==> src/rtl/k_and_s_pkg.sv <==
// k_and_s_pkg: shared types, opcodes and decode helper for the K&S datapath.
// Optional feature macro: KS_DP_SHIFT_EN (enables SHL/SHR opcodes).
package k_and_s_pkg;

    typedef enum logic [4:0] {
        I_NOP,
        I_LOAD,
        I_STORE,
        I_MOVE,
        I_ADD,
        I_SUB,
        I_AND,
        I_OR,
        I_BRANCH,
        I_BZERO,
        I_BNEG,
        I_BOV,
        I_BNOV,
        I_BNNEG,
        I_HALT,
        I_CALL,
        I_RET,
        I_SHL,
        I_SHR
    } decoded_instruction_type;

    // 110 and 111 are deliberately unnamed; the ALU treats them as OR.
    typedef enum logic [2:0] {
        ALU_OR  = 3'b000,
        ALU_ADD = 3'b001,
        ALU_SUB = 3'b010,
        ALU_AND = 3'b011,
        ALU_SHL = 3'b100,
        ALU_SHR = 3'b101
    } alu_op_t;

    typedef enum logic [1:0] {
        PC_INC    = 2'b00,
        PC_TARGET = 2'b01,
        PC_LINK   = 2'b10,
        PC_HOLD   = 2'b11
    } pc_src_t;

    localparam logic [7:0] OP_LOAD   = 8'h81;
    localparam logic [7:0] OP_STORE  = 8'h82;
    localparam logic [7:0] OP_MOVE   = 8'h91;
    localparam logic [7:0] OP_ADD    = 8'hA1;
    localparam logic [7:0] OP_SUB    = 8'hA2;
    localparam logic [7:0] OP_AND    = 8'hA3;
    localparam logic [7:0] OP_OR     = 8'hA4;
    localparam logic [7:0] OP_SHL    = 8'hA5;
    localparam logic [7:0] OP_SHR    = 8'hA6;
    localparam logic [7:0] OP_BRANCH = 8'h01;
    localparam logic [7:0] OP_BZERO  = 8'h02;
    localparam logic [7:0] OP_BNEG   = 8'h03;
    localparam logic [7:0] OP_BOV    = 8'h05;
    localparam logic [7:0] OP_BNOV   = 8'h06;
    localparam logic [7:0] OP_CALL   = 8'h07;
    localparam logic [7:0] OP_RET    = 8'h08;
    localparam logic [7:0] OP_BNNEG  = 8'h0A;
    localparam logic [7:0] OP_HALT   = 8'hFF;

    // Map an 8-bit opcode to its instruction class; unknown opcodes are NOP.
    function automatic decoded_instruction_type decode_opcode(input logic [7:0] opc);
        decoded_instruction_type d;
        case (opc)
            OP_LOAD:   d = I_LOAD;
            OP_STORE:  d = I_STORE;
            OP_MOVE:   d = I_MOVE;
            OP_ADD:    d = I_ADD;
            OP_SUB:    d = I_SUB;
            OP_AND:    d = I_AND;
            OP_OR:     d = I_OR;
`ifdef KS_DP_SHIFT_EN
            OP_SHL:    d = I_SHL;
            OP_SHR:    d = I_SHR;
`endif
            OP_BRANCH: d = I_BRANCH;
            OP_BZERO:  d = I_BZERO;
            OP_BNEG:   d = I_BNEG;
            OP_BOV:    d = I_BOV;
            OP_BNOV:   d = I_BNOV;
            OP_CALL:   d = I_CALL;
            OP_RET:    d = I_RET;
            OP_BNNEG:  d = I_BNNEG;
            OP_HALT:   d = I_HALT;
            default:   d = I_NOP;
        endcase
        return d;
    endfunction

endpackage

==> src/rtl/ks_data_path_gen_alu.sv <==
// ks_alu: combinational K&S ALU producing a result and four status flags.
// Optional feature macro: KS_DP_SHIFT_EN (SHL/SHR by one bit on operand A).
module ks_alu
    import k_and_s_pkg::*;
#(
    parameter int DATA_W = 16
) (
    input  logic [DATA_W-1:0] a,
    input  logic [DATA_W-1:0] b,
    input  alu_op_t           op,
    output logic [DATA_W-1:0] result,
    output logic              zero,
    output logic              neg,
    output logic              unsigned_overflow,
    output logic              signed_overflow
);

    logic [DATA_W:0]   sum_ext;
    logic [DATA_W-1:0] b_eff;
    logic              carry_in_msb;

    // Compute result and flags; overflow flags stay 0 unless the op defines them.
    always_comb begin
        sum_ext           = '0;
        b_eff             = '0;
        carry_in_msb      = 1'b0;
        result            = a | b;
        unsigned_overflow = 1'b0;
        signed_overflow   = 1'b0;
        case (op)
            ALU_ADD, ALU_SUB: begin
                // SUB is A + ~B + 1, so carry-out 1 means no borrow.
                b_eff   = (op == ALU_SUB) ? ~b : b;
                sum_ext = {1'b0, a} + {1'b0, b_eff} + {{DATA_W{1'b0}}, (op == ALU_SUB)};
                result  = sum_ext[DATA_W-1:0];
                carry_in_msb      = sum_ext[DATA_W-1] ^ a[DATA_W-1] ^ b_eff[DATA_W-1];
                unsigned_overflow = sum_ext[DATA_W];
                signed_overflow   = carry_in_msb ^ sum_ext[DATA_W];
            end
            ALU_AND: result = a & b;
`ifdef KS_DP_SHIFT_EN
            ALU_SHL: begin
                result            = {a[DATA_W-2:0], 1'b0};
                unsigned_overflow = a[DATA_W-1];
            end
            ALU_SHR: begin
                result            = {1'b0, a[DATA_W-1:1]};
                unsigned_overflow = a[0];
            end
`endif
            default: result = a | b;
        endcase
        zero = (result == '0);
        neg  = result[DATA_W-1];
    end

endmodule

==> src/rtl/ks_data_path_gen.sv <==
// ks_data_path_gen: K&S generation-2 datapath (PC, IR, link register,
// register file, ALU and flag register), driven by control-unit enables.
// Optional feature macro: KS_DP_SHIFT_EN (SHL/SHR opcodes and ALU ops).
module ks_data_path_gen
    import k_and_s_pkg::*;
#(
    parameter int DATA_W   = 16,
    parameter int ADDR_W   = 5,
    parameter int NUM_REGS = 4
) (
    input  logic                    clk,
    input  logic                    rst,
    input  logic                    ir_enable,
    input  logic                    pc_enable,
    input  pc_src_t                 pc_src,
    input  logic                    link_enable,
    input  logic                    addr_sel,
    input  logic                    c_sel,
    input  alu_op_t                 operation,
    input  logic                    write_reg_enable,
    input  logic                    flags_reg_enable,
    input  logic [DATA_W-1:0]       data_in,
    output decoded_instruction_type decoded_instruction,
    output logic                    zero_op,
    output logic                    neg_op,
    output logic                    unsigned_overflow,
    output logic                    signed_overflow,
    output logic [ADDR_W-1:0]       ram_addr,
    output logic [DATA_W-1:0]       data_out
);

    localparam int RA_W = $clog2(NUM_REGS);

    logic [DATA_W-1:0] ir;
    logic [ADDR_W-1:0] pc;
    logic [ADDR_W-1:0] link_reg;
    logic [DATA_W-1:0] regs [NUM_REGS];

    logic [ADDR_W-1:0] target;
    logic [RA_W-1:0]   a_addr;
    logic [RA_W-1:0]   b_addr;
    logic [RA_W-1:0]   c_addr;
    logic [DATA_W-1:0] bus_a;
    logic [DATA_W-1:0] bus_b;
    logic [DATA_W-1:0] bus_c;
    logic [DATA_W-1:0] alu_result;
    logic              alu_zero;
    logic              alu_neg;
    logic              alu_uov;
    logic              alu_sov;
    logic              ir_unused;

    // Not every IR bit is a field for every instruction.
    assign ir_unused = ^ir;

    assign decoded_instruction = decode_opcode(ir[DATA_W-1 -: 8]);
    assign target              = ir[ADDR_W-1:0];

    // Select register-file ports from the IR fields of the decoded instruction.
    always_comb begin
        a_addr = '0;
        b_addr = '0;
        c_addr = '0;
        case (decoded_instruction)
            I_LOAD:  c_addr = ir[ADDR_W+RA_W-1:ADDR_W];
            I_STORE: a_addr = ir[ADDR_W+RA_W-1:ADDR_W];
            I_MOVE: begin
                // Source drives both ALU ports so an OR passes it through.
                a_addr = ir[RA_W-1:0];
                b_addr = ir[RA_W-1:0];
                c_addr = ir[2*RA_W-1:RA_W];
            end
            I_ADD, I_SUB, I_AND, I_OR, I_SHL, I_SHR: begin
                a_addr = ir[RA_W-1:0];
                b_addr = ir[2*RA_W-1:RA_W];
                c_addr = ir[2*RA_W-1:RA_W];
            end
            default: ;
        endcase
    end

    assign bus_a    = regs[a_addr];
    assign bus_b    = regs[b_addr];
    assign bus_c    = c_sel ? alu_result : data_in;
    assign data_out = bus_a;
    assign ram_addr = addr_sel ? target : pc;

    ks_alu #(
        .DATA_W(DATA_W)
    ) u_alu (
        .a                 (bus_a),
        .b                 (bus_b),
        .op                (operation),
        .result            (alu_result),
        .zero              (alu_zero),
        .neg               (alu_neg),
        .unsigned_overflow (alu_uov),
        .signed_overflow   (alu_sov)
    );

    // IR, PC and link register; link captures the pre-update PC, giving CALL and swap.
    always_ff @(posedge clk) begin
        if (rst) begin
            ir       <= '0;
            pc       <= '0;
            link_reg <= '0;
        end else begin
            if (ir_enable) begin
                ir <= data_in;
            end
            if (pc_enable) begin
                case (pc_src)
                    PC_INC:    pc <= pc + {{(ADDR_W-1){1'b0}}, 1'b1};
                    PC_TARGET: pc <= target;
                    PC_LINK:   pc <= link_reg;
                    default:   pc <= pc;
                endcase
            end
            if (link_enable) begin
                link_reg <= pc;
            end
        end
    end

    // Register file write port; reads are combinational without bypass.
    always_ff @(posedge clk) begin
        if (rst) begin
            for (int unsigned i = 0; i < NUM_REGS; i++) begin
                regs[i] <= '0;
            end
        end else if (write_reg_enable) begin
            regs[c_addr] <= bus_c;
        end
    end

    // Flag register loaded from the ALU on request.
    always_ff @(posedge clk) begin
        if (rst) begin
            zero_op           <= 1'b0;
            neg_op            <= 1'b0;
            unsigned_overflow <= 1'b0;
            signed_overflow   <= 1'b0;
        end else if (flags_reg_enable) begin
            zero_op           <= alu_zero;
            neg_op            <= alu_neg;
            unsigned_overflow <= alu_uov;
            signed_overflow   <= alu_sov;
        end
    end

endmodule
==> config.mk <==
export PLATFORM = sky130hd
export DESIGN_NAME = ks_data_path_gen
export DESIGN_NICKNAME = d
export VERILOG_FILES = /design/src/rtl/k_and_s_pkg.sv /design/src/rtl/ks_data_path_gen_alu.sv /design/src/rtl/ks_data_path_gen.sv
export SDC_FILE = /design/constraint.sdc
export NUM_CORES = 1
export LEC_CHECK = 0
export ABC_AREA = 1
export CAP_MARGIN = 0
export CORE_UTILIZATION = 64
export DETAILED_ROUTE_END_ITERATION = 10
export GPL_ROUTABILITY_DRIVEN = 1
export GPL_TIMING_DRIVEN = 0
export PLACE_DENSITY = 0.95
export SLEW_MARGIN = 0
export SYNTH_ARGS = -nofsm -noshare
export SYNTH_HDL_FRONTEND = slang
export SYNTH_HIERARCHICAL = 1
export SYNTH_SLANG_ARGS = --single-unit
==> constraint.sdc <==
create_clock -name clk -period 11.3 [get_ports clk]
set_input_delay 2.26 -clock clk [delete_from_list [all_inputs] [get_ports clk]]
set_output_delay 2.26 -clock clk [all_outputs]
set_load 0.1 [all_outputs]
* After elaboration in Yosys (flattened, before gate mapping) *
Memories as Yosys holds them, arrays and structs flattened.
Index checks and enable logic that the tools add are counted.

word-level totals
  register bits after elaboration = 30
  memory bits (writable) = 64
  input port bits = 30
  memories kept = 1

operators by class
  add/subtract/negate cells = 3
  eq/ne operators = 30
  multiplexer cells = 19
  bitwise gates (word level) = 6
  reductions and logical operators = 8

memory list
  memory  depth  bits a word  rd ports  clocked after Yosys merged registers in  wr ports  line                    text
  regs    4      16           2         0                                        4         ks_data_path_gen.sv:37  logic [DATA_W-1:0] regs [NUM_REGS];

operators with widths
  cell                  number
  $pmux W5 S16          1
  $eq A8 B8 Y1 const B  8
  $mux W16              3
  $pmux W16 S2          1
  $eq A8 B3 Y1 const B  3
  $eq A5 B3 Y1 const B  4
  $add A16 B16 Y17      1
  $add A17 B1 Y17       1
  $and A16 B16 Y16      1
  $eq A8 B2 Y1 const B  2
  $eq A8 B4 Y1 const B  2
  $logic_not A16 Y1     1
  $not A16 Y16          1
  $or A16 B16 Y16       1
  $reduce_or A16 Y1     1
  $pmux W5 S3           1
  $pmux W2 S2           3
  $eq A5 B2 Y1 const B  2
  $eq A5 B5 Y1 const B  2
  $eq A8 B1 Y1 const B  1
  $mux W1               8
  $reduce_or A7 Y1      1
  $eq A3 B2 Y1 const B  2
  $reduce_or A6 Y1      1
  12 further kinds      14

* Logic depth before layout (Yosys ltp) *
An unclocked memory read counts as a cell.

  depth after elaboration = 14
  mapped depth = 33
  depth with buffers taken out = 32

* By module *
The synthesis kept the hierarchy.

by module, submodules not included
  module            times used  cells an instance  area an instance (um^2)
  ks_data_path_gen  1           750                5669.2
  ks_alu            1           346                1799.2

* Least setup slack after synthesis *
OpenSTA, ideal clock, no wires.

  path type = input -> output
  from = in addr_sel
  to = out ram_addr[0]
  arrival time = 4.568 ns
  setup slack = 4.472 ns
  stages on the path = 2
  buffers on the path = 1
  cell sequence = clkbuf_1 > o21ai_0

on the way
  word-level cells in the longest chain between the ends = 1

RTL lines
  element          line                    text
  start, declared  ks_data_path_gen.sv:17  input logic addr_sel,
  $mux W5          ks_data_path_gen.sv:86  assign ram_addr = addr_sel ? target : pc;
  end, declared    ks_data_path_gen.sv:28  output logic [ADDR_W-1:0] ram_addr,

Every way passes these cells.

* Final worst setup path *
  from = in addr_sel
  to = out ram_addr[2]

Same word-level chain as after synthesis.

==> summary.md <==
| Metric | Value |
|---|---|
| Status | complete, no violations |
| Via Count | 7695 |
| Register area share after synthesis | 0.3351 |
| Maximum VDD drop | 0.09770 mV |
| Fillcell total | 915 |
| ANT cells | 0 |
| Hold Vio Cnt, Final | 0 |
| # hold bufs at CTS | 0 |
| Nets | 1221 |
| Worst hold path stage count | 2 |
| IO Pins | 60 |
| Seq cells post-synth | 93 |
| Iter 0 DRT Violations | 1385 |
| Antenna violations before repair | 0 |
| Most frequent cells in the layout | nand2_1, nand3_1, inv_1 |
| Core box area | 11420 um^2 |
| Most common library cell in the layout ignoring fill and taps | nand2_1 |
| Count of final setup violators | 0 |
| Post-DR vias/cell | 5.861 |
| Crit Path Class | in -> out |
| Slowest stage cell on the critical path | clkdlybuf4s50_1 |
| Critical path depth in cells | 4 |
| Period utilization | 0.5492 |
| CP max FO | 10 |
| Slew @ Worst Pin | 0.9968 ns |
| H-Tree Depth | 3 |
| Mapped Area | 7468 um^2 |
| Port Buffers | 56 |
| Critical path's top delay family | buffers and inverters |
| Post-synthesis cell type count | 47 |
| Root buf cell | clkbuf_16 |
| Most flop-heavy register | regs |
| Hpwl dp | 16.93 mm |
| Placement Cell Area | 8230 um^2 |
| Hold WC Path Type | reg -> reg |
| Sink Count | 93 |
| Gate Count Post-Synth | 1096 |
| Remaining DRCs | 0 |
| Max-slew violation count | 0 |
| Crit start category | input pin |
| Initial Util | 0.6541 |
| Critical path, cell by cell | clkbuf_1 > nand2_1 > o21ai_0 > clkdlybuf4s50_1 |
| CTS tree | built |
| Setup Skew | 0.006856 ns |
| Worst rel slew slack | 0.3334 |
| Die height | 110.0 um |
| Setup repair bufs after CTS | 0 |
| Row count | 39 |
| Clk slew on worst S/H paths | 0.06 ns |
| Max reg flops | 64 |
| Dpl cells | 1297 |
| DIE WIDTH | 110.0 um |
| Final non-filler cell total | 1313 |
| RSZ-0062 raised after global routing | false |
| Crit. End Element | output port |
| Yosys warns | 6 |
| FMAX | 161.1 MHz |
| Share of cells above drive strength 1 | 0.08462 |
| Crit path time final | 6.206 ns |
| Max cap viols | 0 |
| Vias in the first global route | 6791 |
| Crit path DAT | 3.95 ns |
| CP max stage delay | 1.17 ns |
| Clk buf depth | 2 |
| Worst path bufs/invs | 2 |
| Design area | 8499 um^2 |
| Post-detailed-route count of antenna-violating nets | 0 |
| Worst EP required | 9.04 ns |
| PnR Total Power | 971.1 uW |
| P&R area growth vs syn | 13.80% |
| Worst-Skew Late Latency | 0.36 ns |
| CTS buffer count | 9 |
| Top flop regs | regs: 64 flops, ir: 15 flops |
| Final core utilization | 0.7444 |
| Full die area | 12110 um^2 |
| Global-route usage over all layers | 0.3697 |
| First-pass GRT wire length | 33.51 mm |
| GP Congestion | 0.9801 |
| PwrDens | 114.3 nW/um^2 |
| R2R depth | 29 |
| Post-CTS sizing | 0 |
| Wire per inst | 16.64 um |
| Pin count of the biggest net entering global routing | 17 |
| Synthesized area per cell | 6.814 um^2 |
| DRT Pass-1 Iters | 9 |
| Congestion Overflow GR | 0 |
| Final WL | 21.85 mm |
| Setup TNS | 0 ns |
| Static Leak | 0.003988 uW |
| Syn_nets | 1152 |
metrics by stage:
step	hold WS, ns	setup WS (ns)
detailed placement	0.4832	5.158
finish	0.4924	5.094
global route	0.5307	5.029
floorplan	0.4436	4.472
global placement	0.4757	5.153
CTS	0.4931	5.085
power by group:
part | internal (uW) | total [uW] | switching (uW) | leakage, uW
clock network | 149 | 285 | 136 | 0.000118
logic | 86.5 | 293 | 206 | 0.00297
registers | 383 | 393 | 10.3 | 0.000905
total | 619 | 971 | 352 | 0.00399
worst paths after layout:
path,end,startpoint,slack [ns]
min reg2reg,pc[4],pc[4],0.49
max reg2reg,regs[1][12],ir[9],6.19
min,pc[4],pc[4],0.49
max,ram_addr[2],addr_sel,5.09
synth_stat cells, drive strengths merged:
| cell | n | area (um^2) |
|---|---|---|
| a21boi | 1 | 7.510 |
| a21o | 1 | 7.510 |
| a21oi | 44 | 239.0 |
| a221oi | 2 | 17.52 |
| a22oi | 1 | 7.510 |
| a31oi | 3 | 18.77 |
| and2 | 1 | 6.260 |
| and3 | 1 | 6.260 |
| buf | 27 | 197.7 |
| clkbuf | 15 | 56.30 |
| clkinv | 1 | 3.750 |
| dfxtp | 29 | 580.6 |
| edfxtp | 64 | 1922 |
| fa | 1 | 20.02 |
| ha | 25 | 312.8 |
| inv | 184 | 690.7 |
| nand2 | 254 | 1034 |
| nand3 | 195 | 1031 |
| nand3b | 3 | 22.52 |
| nand4 | 4 | 25.02 |
| nor2 | 115 | 485.5 |
| nor3 | 45 | 286.5 |
| nor4 | 2 | 12.51 |
| o211ai | 1 | 7.510 |
| o21ai | 55 | 282.8 |
| o21bai | 2 | 15.01 |
| o221ai | 1 | 8.760 |
| or2 | 1 | 6.260 |
| xnor2 | 13 | 113.9 |
| xor2 | 5 | 43.79 |
cells by family after synthesis:
| logic type | share of synthesized area |
|---|---|
| fa+ha+maj | 0.04456 |
| xor+xnor | 0.02111 |
| flops | 0.3351 |
| buf+inv | 0.1270 |
| simple gates | 0.3904 |
| compound gates | 0.08193 |
per-layer routing:
layer / wire (um) / global-route usage / share of wire
met4: 1000 / 0.1943 / 0.046
met2: 9810 / 0.5723 / 0.45
met5: 0 / 0 / 0
met3: 2070 / 0.08760 / 0.095
met1: 8963 / 0.4797 / 0.41
worst reg2reg max path: cells and delay by family, from the launching register on:
family | cells | cell delay, ns
simple gates | 20 | 2.80
flops | 1 | 0.45
fa+ha+maj | 1 | 0.42
buf+inv | 7 | 1.02
compound gates | 1 | 0.26
cell type report:
class	instances	area [um^2]	share of cell area
Buffer	42	254.0	0.02988
Clock buffer	11	232.7	0.02738
Clock inverter	5	36.28	0.004269
Inverter	185	694.4	0.08170
Multi-Input combinational cell	776	4021	0.4731
Sequential cell	93	2502	0.2944
Tap cell	143	178.9	0.02105
Timing Repair Buffer	58	579.3	0.06816
(Power assumes the default switching activity.)
